**src/rtl/rst_sync_seq.sv**
```systemverilog
// Reset controller: async assert, synchronised release, then staged
// release of NUM_OUT active-low domain resets with soft-reset restart.
module rst_sync_seq #(
   parameter int SYNC_STAGES = 2,
   parameter int NUM_OUT     = 4,
   parameter int HOLD_CYCLES = 16,
   parameter int STEP_CYCLES = 8
) (
   input  logic               clk,
   input  logic               rstn,
   input  logic               sw_rst_req,
   output logic [NUM_OUT-1:0] rstn_out,
   output logic               rst_done
);

   localparam int MAXC = (HOLD_CYCLES > STEP_CYCLES) ?
                         HOLD_CYCLES : STEP_CYCLES;
   localparam int CW = $clog2(MAXC) + 1;
   localparam int IW = $clog2(NUM_OUT) + 1;

   typedef enum logic [1:0] {
      HOLD,
      STEP,
      DONE
   } state_t;

   logic [SYNC_STAGES-1:0] sync_q, sync_d;
   state_t                 state_q, state_d;
   logic [CW-1:0]          cnt_q, cnt_d;
   logic [IW-1:0]          idx_q, idx_d;
   logic [NUM_OUT-1:0]     out_q, out_d;
   logic                   done_q, done_d;
   logic                   hold;

   always_comb begin
      sync_d = {sync_q[SYNC_STAGES-2:0], 1'b1};
   end

   assign hold = !sync_q[SYNC_STAGES-1] | sw_rst_req;

   always_comb begin
      state_d = state_q;
      cnt_d   = cnt_q;
      idx_d   = idx_q;
      out_d   = out_q;
      done_d  = done_q;
      // Hold condition overrides every state transition
      if (hold) begin
         state_d = HOLD;
         cnt_d   = '0;
         idx_d   = '0;
         out_d   = '0;
         done_d  = 1'b0;
      end else begin
         unique case (state_q)
            HOLD: begin
               if (cnt_q == CW'(HOLD_CYCLES - 1)) begin
                  out_d[0] = 1'b1;
                  cnt_d    = '0;
                  idx_d    = IW'(1);
                  if (NUM_OUT == 1) begin
                     done_d  = 1'b1;
                     state_d = DONE;
                  end else begin
                     state_d = STEP;
                  end
               end else begin
                  cnt_d = cnt_q + CW'(1);
               end
            end
            STEP: begin
               if (cnt_q == CW'(STEP_CYCLES - 1)) begin
                  for (int i = 0; i < NUM_OUT; i++) begin
                     if (idx_q == IW'(i)) out_d[i] = 1'b1;
                  end
                  cnt_d = '0;
                  idx_d = idx_q + IW'(1);
                  if (idx_q == IW'(NUM_OUT - 1)) begin
                     done_d  = 1'b1;
                     state_d = DONE;
                  end
               end else begin
                  cnt_d = cnt_q + CW'(1);
               end
            end
            DONE: begin
               state_d = DONE;
            end
            default: begin
               state_d = HOLD;
            end
         endcase
      end
   end

   always_ff @(posedge clk or negedge rstn) begin
      if (!rstn) begin
         sync_q  <= '0;
         state_q <= HOLD;
         cnt_q   <= '0;
         idx_q   <= '0;
         out_q   <= '0;
         done_q  <= 1'b0;
      end else begin
         sync_q  <= sync_d;
         state_q <= state_d;
         cnt_q   <= cnt_d;
         idx_q   <= idx_d;
         out_q   <= out_d;
         done_q  <= done_d;
      end
   end

   assign rstn_out = out_q;
   assign rst_done = done_q;

endmodule

```
**config.mk**
```make
export PLATFORM = sky130hd
export DESIGN_NAME = rst_sync_seq
export DESIGN_NICKNAME = d
export VERILOG_FILES = /design/src/rtl/rst_sync_seq.sv
export SDC_FILE = /design/constraint.sdc
export NUM_CORES = 1
export LEC_CHECK = 0
export CORE_MARGIN = 2
export CORE_UTILIZATION = 50
export DETAILED_ROUTE_END_ITERATION = 10
export PLACE_DENSITY_LB_ADDON = 0.25
export SLEW_MARGIN = 0
export SYNTH_ARGS = -nofsm -noshare
export SYNTH_HDL_FRONTEND = slang
export SYNTH_SLANG_ARGS = --single-unit
```
**constraint.sdc**
```tcl
create_clock -name clk -period 4.3 [get_ports clk]
set_input_delay 0.645 -clock clk [delete_from_list [all_inputs] [get_ports clk]]
set_output_delay 0.645 -clock clk [all_outputs]
set_load 0.005 [all_outputs]
```
==> After elaboration in Yosys (flattened, before gate mapping) <==
Cells that the tools add are included.
W data, S select, Z words.
{ "classes": {"eq_ne": 11, "bitwise": 1, "n_reduce_logical": 15, "n_addsub": 2, "n_mux": 25} }
{ "ops": {"columns": ["cell", "count"], "rows": [
  ["$mux W5", 3],
  ["$reduce_and A3 Y1", 5],
  ["$mux W3", 4],
  ["$ne A3 B3 Y1 const B", 4],
  ["$pmux W5 S2", 1],
  ["$reduce_bool A2 Y1", 5],
  ["$mux W1", 8],
  ["$mux W2", 4],
  ["$mux W4", 2],
  ["$eq A3 B2 Y1 const B", 2],
  ["$pmux W2 S3", 1],
  ["$pmux W3 S2", 1],
  ["$add A5 B1 Y5 const B", 1],
  ["$eq A5 B3 Y1 const B", 1],
  ["$eq A5 B4 Y1 const B", 1],
  ["$reduce_and A4 Y1", 1],
  ["$add A3 B1 Y3 const B", 1],
  ["$eq A3 B1 Y1 const B", 1],
  ["$logic_not A3 Y1", 1],
  ["$reduce_bool A3 Y1", 1],
  ["$eq A2 B1 Y1 const B", 1],
  ["$eq A2 B2 Y1 const B", 1],
  ["$logic_not A2 Y1", 1],
  ["$pmux W1 S2", 1],
  ["other kinds (2)", 2]
]} }
{ "totals": {"register_bits": 17, "wordCells": 63, "out_inout_bits": 5} }

==> Logic depth before layout (Yosys ltp) <==
{ "depth": {"ltp_word": 5, "mapped_depth": 7, "mapped_depth_nobuf": 7} }

==> Worst setup path before layout <==
Ideal clock, no wire load.
{ "synth_path": {"path_kind": "register -> register", "startpoint": "register cnt_q[0]", "endpoint": "register idx_q[2]", "path_slack_ns": 2.592, "path_buffers": 0, "arrival_time_ns": 1.626, "stages_incl_launch_ff": 8, "required_ns": 4.218, "path_cell_list": "dfrtp_1 ha_1 nand3_1 inv_1 ha_1 mux2i_1 or4_1 a31oi_1"} }
{ "synth_via": {"elab_chain_cells": 3, "word_cells_on_any_way": 5, "cone_classes": "4 x eq/ne; 1 x reduce/logical"} }
{ "synth_rtl": {"columns": ["item", "line_no", "rtl"], "rows": [
  ["from (decl)", "29", "logic [CW-1:0] cnt_q, cnt_d;"],
  ["from (signal assigned)", "107", "cnt_q <= cnt_d;"],
  ["$eq A5 B3 Y1 / $eq A5 B4 Y1 (equally long branches)", "72, 57", null],
  ["$ne A3 B3 Y1 (no line)", null, null],
  ["$reduce_and A3 Y1 (no line) (*)", null, null],
  ["to (signal assigned)", "108", "idx_q <= idx_d;"],
  ["to (decl)", "30", "logic [IW-1:0] idx_q, idx_d;"]
]} }
Every way passes the cells marked *; elsewhere a longest branch is shown, timed or not.
A chain may end at the register's enable or synchronous reset.

==> Worst setup path after layout <==
{ "layout_path": {"startpoint": "register state_q[1]", "endpoint": "register idx_q[2]"} }
{ "layout_via": {"elab_chain_cells": 3, "word_cells_on_any_way": 8, "cone_classes": "3 x eq/ne; 2 x mux; 3 x reduce/logical"} }
{ "layout_rtl": {"columns": ["item", "line_no", "rtl"], "rows": [
  ["from (decl)", "28", "state_t state_q, state_d;"],
  ["from (signal assigned)", "106", "state_q <= state_d;"],
  ["$eq A2 B1 Y1 / $logic_not A2 Y1 (equally long branches)", "55", "unique case (state_q)"],
  ["$ne A3 B3 Y1 (no line) (tied with other cells)", null, null],
  ["$reduce_and A3 Y1 (no line) / $mux W3 (equally long branches)", null, null]
]} }
Parallel ways exist; a longest one is shown, timed or not.

==> results.txt <==
----------------------------------------------------
[Outcome]
  Run status ... finished, final reports clean

[Finish]
  Non-filler instance count after layout ... 137
  Ant diodes ... 0
  Fraction of layout cells with a size suffix above 1 ... 7.27%
  Net count reported at finish ... 125
  Post-layout utilization of the core ... 57.1%
  Area grow syn2layout ... 10.7%

[Timing]
  Post-route worst setup slack ... 2260 ps
  Final worst-path cycle share ... 47.6%
  Least-Margin Pin Slew ... 758 ps
  Pins Over Slew Limit ... 0
  Unrepaired setup endpoints after global routing ... no
  Hold Violations, Final ... 0
  Total negative slack ... 0 ps
  Count of final setup violators ... 0
  Worst slew margin ... 49.3%
  Timing-limited maximum frequency ... 0.489 GHz
  Final Skew ... 5.99 ps
  Minimum period implied by the final worst setup slack ... 2040 ps

[Worst setup path]
  Maximum fanout along the worst path ... 17
  Critical path capture point type ... register
  Critical register-to-register path endpoint ... idx_q[2]$_DFFE_PN0P_
  Critical path data arrival time ... 2260 ps
  Setup slack, reg-to-reg ... 2260 ps
  Critical path class ... register to register
  Cell depth of the worst flop-to-flop path ... 5
  Launch point of the worst path ... state_q[1]$_DFFE_PN0P_
  Critical R2R Launch ... state_q[1]$_DFFE_PN0P_
  Required time of the worst setup path ... 4520 ps
  CP startpoint kind ... register

[CTS]
  CTS Buf Count ... 3
  Number of levels the H-tree was split into ... 1
  Clock insertion delay at the later pin of the skew report ... 290 ps
  Clock slew at reported path FFs ... 100 ps
  Clock tree from TritonCTS ... yes
  Number of gates resized after cts ... 0
  Post-CTS Setup Inserts ... 0
  Hold-fix buffers at CTS ... 0
  Number of buffers on the longest clock path ... 2
  Clock root buffer ... clkbuf_4
  CTS sink count ... 16

[Synth]
  Top flip-flop cell by instance count after synthesis ... dfrtp_1
  Number of enable-type register cells in the synthesized netlist ... 0
  Count of mapped cells out of synthesis ... 106
  Number of flip-flops and latches in the synthesized netlist ... 16
  Distinct cells, synth ... 34
  Warnings from Yosys ... 0
  Post-Synthesis Mean Instance Area ... 9.35 sq um
  Seq/Total Area, Yosys ... 40.4%
  Share of synthesized flip-flops with an asynchronous set or reset ... 100%
  Post-Synthesis Cell Area ... 991 sq um
  Post-Syn Nets ... 120

[Route]
  Post-Route M1 WL ... 845 microns
  Vias ... 766
  Metal2 WL ... 920 microns
  Via density per instance ... 5.59
  Length of the first detailed-routing pass in iterations ... 4
  Top metal layer carrying routed signals ... met4
  Antenna-violating nets left ... 0
  Total Wirelength ... 1.84 mm
  Starting DRC count in detailed routing ... 14
  DRC violation count after routing ... 0
  Met3 WL post-DR ... 59 microns
  Routed length per instance ... 13.5 microns

[Pwr]
  Overall Power ... 266 uW
  Power Dens Cells ... 243 nW/um^2
  Sw Share ... 22.0%
  Net switching power ... 58.7 uW
  Maximum vdd drop ... 0.000180 V
  Part of the power in the clock network ... 38.2%
  Cell-internal power ... 208 uW
  Logic pwr share ... 4.2%
  Part of the power in registers ... 57.6%
  Leakage power of the design ... 0.000461 uW

[Job]
  Max-capacitance violation count ... 0

[Worst hold path]
  Hold-critical path endpoint ... sync_q[1]$_DFF_PN0_
  Worst hold path class ... register to register
  Hold Path Depth ... 0
  Beginning of the worst hold path ... sync_q[0]$_DFF_PN0_

[Place]
  Pre-CTS WS ... 2240 ps
  Number of cells after detailed placement ... 133
  Port Buffer Count ... 7
  Last weighted congestion value of the routability-driven placer ... 0.826
  Sum of net half-perimeters after detailed placement ... 1.32 mm

[Die]
  Horizontal extent of the die ... 48.5 microns
  Top-Level Pins ... 8
  Die ar. ... 2350 sq um
  Site Rows ... 16
  Core Box Area ... 1920 sq um
  Effective utilization at floorplan ... 51.6%
  Vert. Die Dim ... 48.5 microns

[GRT]
  GRT Total Usage ... 17.4%
  Maximum number of pins on one net before global-route repair ... 18
  Vias in the first global route ... 731
  First-pass GRT wire length ... 3.22 mm
  Antenna violations before repair ... 0
  Remaining global-route overflow ... 0

----------------------------------------------------
## routing by layer
| metal | track usage [%] | vias to the layer above |
|---|---|---|
| li1 | - | 373 |
| met3 | 2.78 | 3 |
| met1 | 20.5 | 376 |
| met5 | 0 | - |
| met2 | 31.9 | 14 |
| met4 | 5.71 | 0 |
## cells in the final DEF (no fill, tap or decap), types with 2 or more instances in the layout
master / synthesis / layout
a21oi_1: 4 / 4
nand2_1: 11 / 11
inv_1: 9 / 9
nand3_1: 8 / 8
o21ai_0: 5 / 5
dfrtp_1: 16 / 16
nand2b_1: 2 / 2
mux2_2: 2 / 2
nor2_1: 4 / 4
nor2b_1: 4 / 4
clkbuf_4: 0 / 3
ha_1: 11 / 11
mux2i_1: 3 / 3
clkdlybuf4s50_1: 0 / 7
a31oi_1: 3 / 3
## state kept, by name, summed over array words and instances, names as in the netlist
signal and flops:
idx_q 3, rstn_out 4, cnt_q 5, sync_q 2
state_q 2
## worst max-delay path by stage
stage	slack, ps	cells past startpoint	to
after global routing	2080	7	idx_q[2]$_DFFE_PN0P_
after global placement	2260	4	idx_q[0]$_DFFE_PN0P_
final	2260	5	idx_q[2]$_DFFE_PN0P_
after CTS	2240	5	idx_q[2]$_DFFE_PN0P_
after detailed placement	2240	4	idx_q[0]$_DFFE_PN0P_
after floorplan	2590	7	idx_q[2]$_DFFE_PN0P_
## area by class of cell
type | instances | area (sq um)
clock buffer | 4 | 36.3
sequential | 16 | 400
fill | 176 | 825
inverter | 9 | 33.8
multi-input combinational | 74 | 523
tap | 27 | 33.8
timing repair buffer | 7 | 70.1
## power by group through the flow
stage / Sequential (uW) / Combinational (uW) / Clock (uW)
after floorplan: 156 / 5.78 / 0
after global placement: 156 / 11.4 / 0
after detailed placement: 156 / 11.6 / 0
after CTS: 153 / 11.7 / 103
after global routing: 154 / 13.3 / 110
final: 154 / 11.3 / 102
## through the flow
step           hold WS (ps)  cell area, sq um
6_report                374              1100
5_1_grt                 391              1100
4_1_cts                 371              1100
3_5_place_dp            350              1060
3_3_place_gp            333              1060
2_1_floorplan           331               991
## cell usage after synthesis (2+ instances only)
| library cell | instances | area [sq um] |
|---|---|---|
| nand2_1 | 11 | 41.3 |
| inv_1 | 9 | 33.8 |
| clkbuf_1 | 3 | 11.3 |
| mux2_2 | 2 | 22.5 |
| nor2b_1 | 4 | 25.0 |
| mux2i_1 | 3 | 30.0 |
| nand3_1 | 8 | 40.0 |
| nand2b_1 | 2 | 12.5 |
| a31oi_1 | 3 | 18.8 |
| clkbuf_2 | 2 | 10.0 |
| o21ai_0 | 5 | 25.0 |
| nor2_1 | 4 | 15.0 |
| dfrtp_1 | 16 | 400 |
| ha_1 | 11 | 138 |
| a21oi_1 | 4 | 20.0 |
## worst max-delay path, stage by stage (launching register included)
cell and delay (ps):
dfrtp_1 390, inv_1 100, ha_1 500, inv_1 260, or4_1 560, a31oi_1 170
## kinds of logic after synthesis
logic type,synth area share [%]
other,0.378
muxes,5.30
adders and majority gates,13.9
AOI/OAI and AO/OA,12.1
DFF,40.4
buffers and inverters,6.82
and+or+nand+nor,20.2
xor gates and xnor gates,0.884
Power figures use the tool's default switching activity.
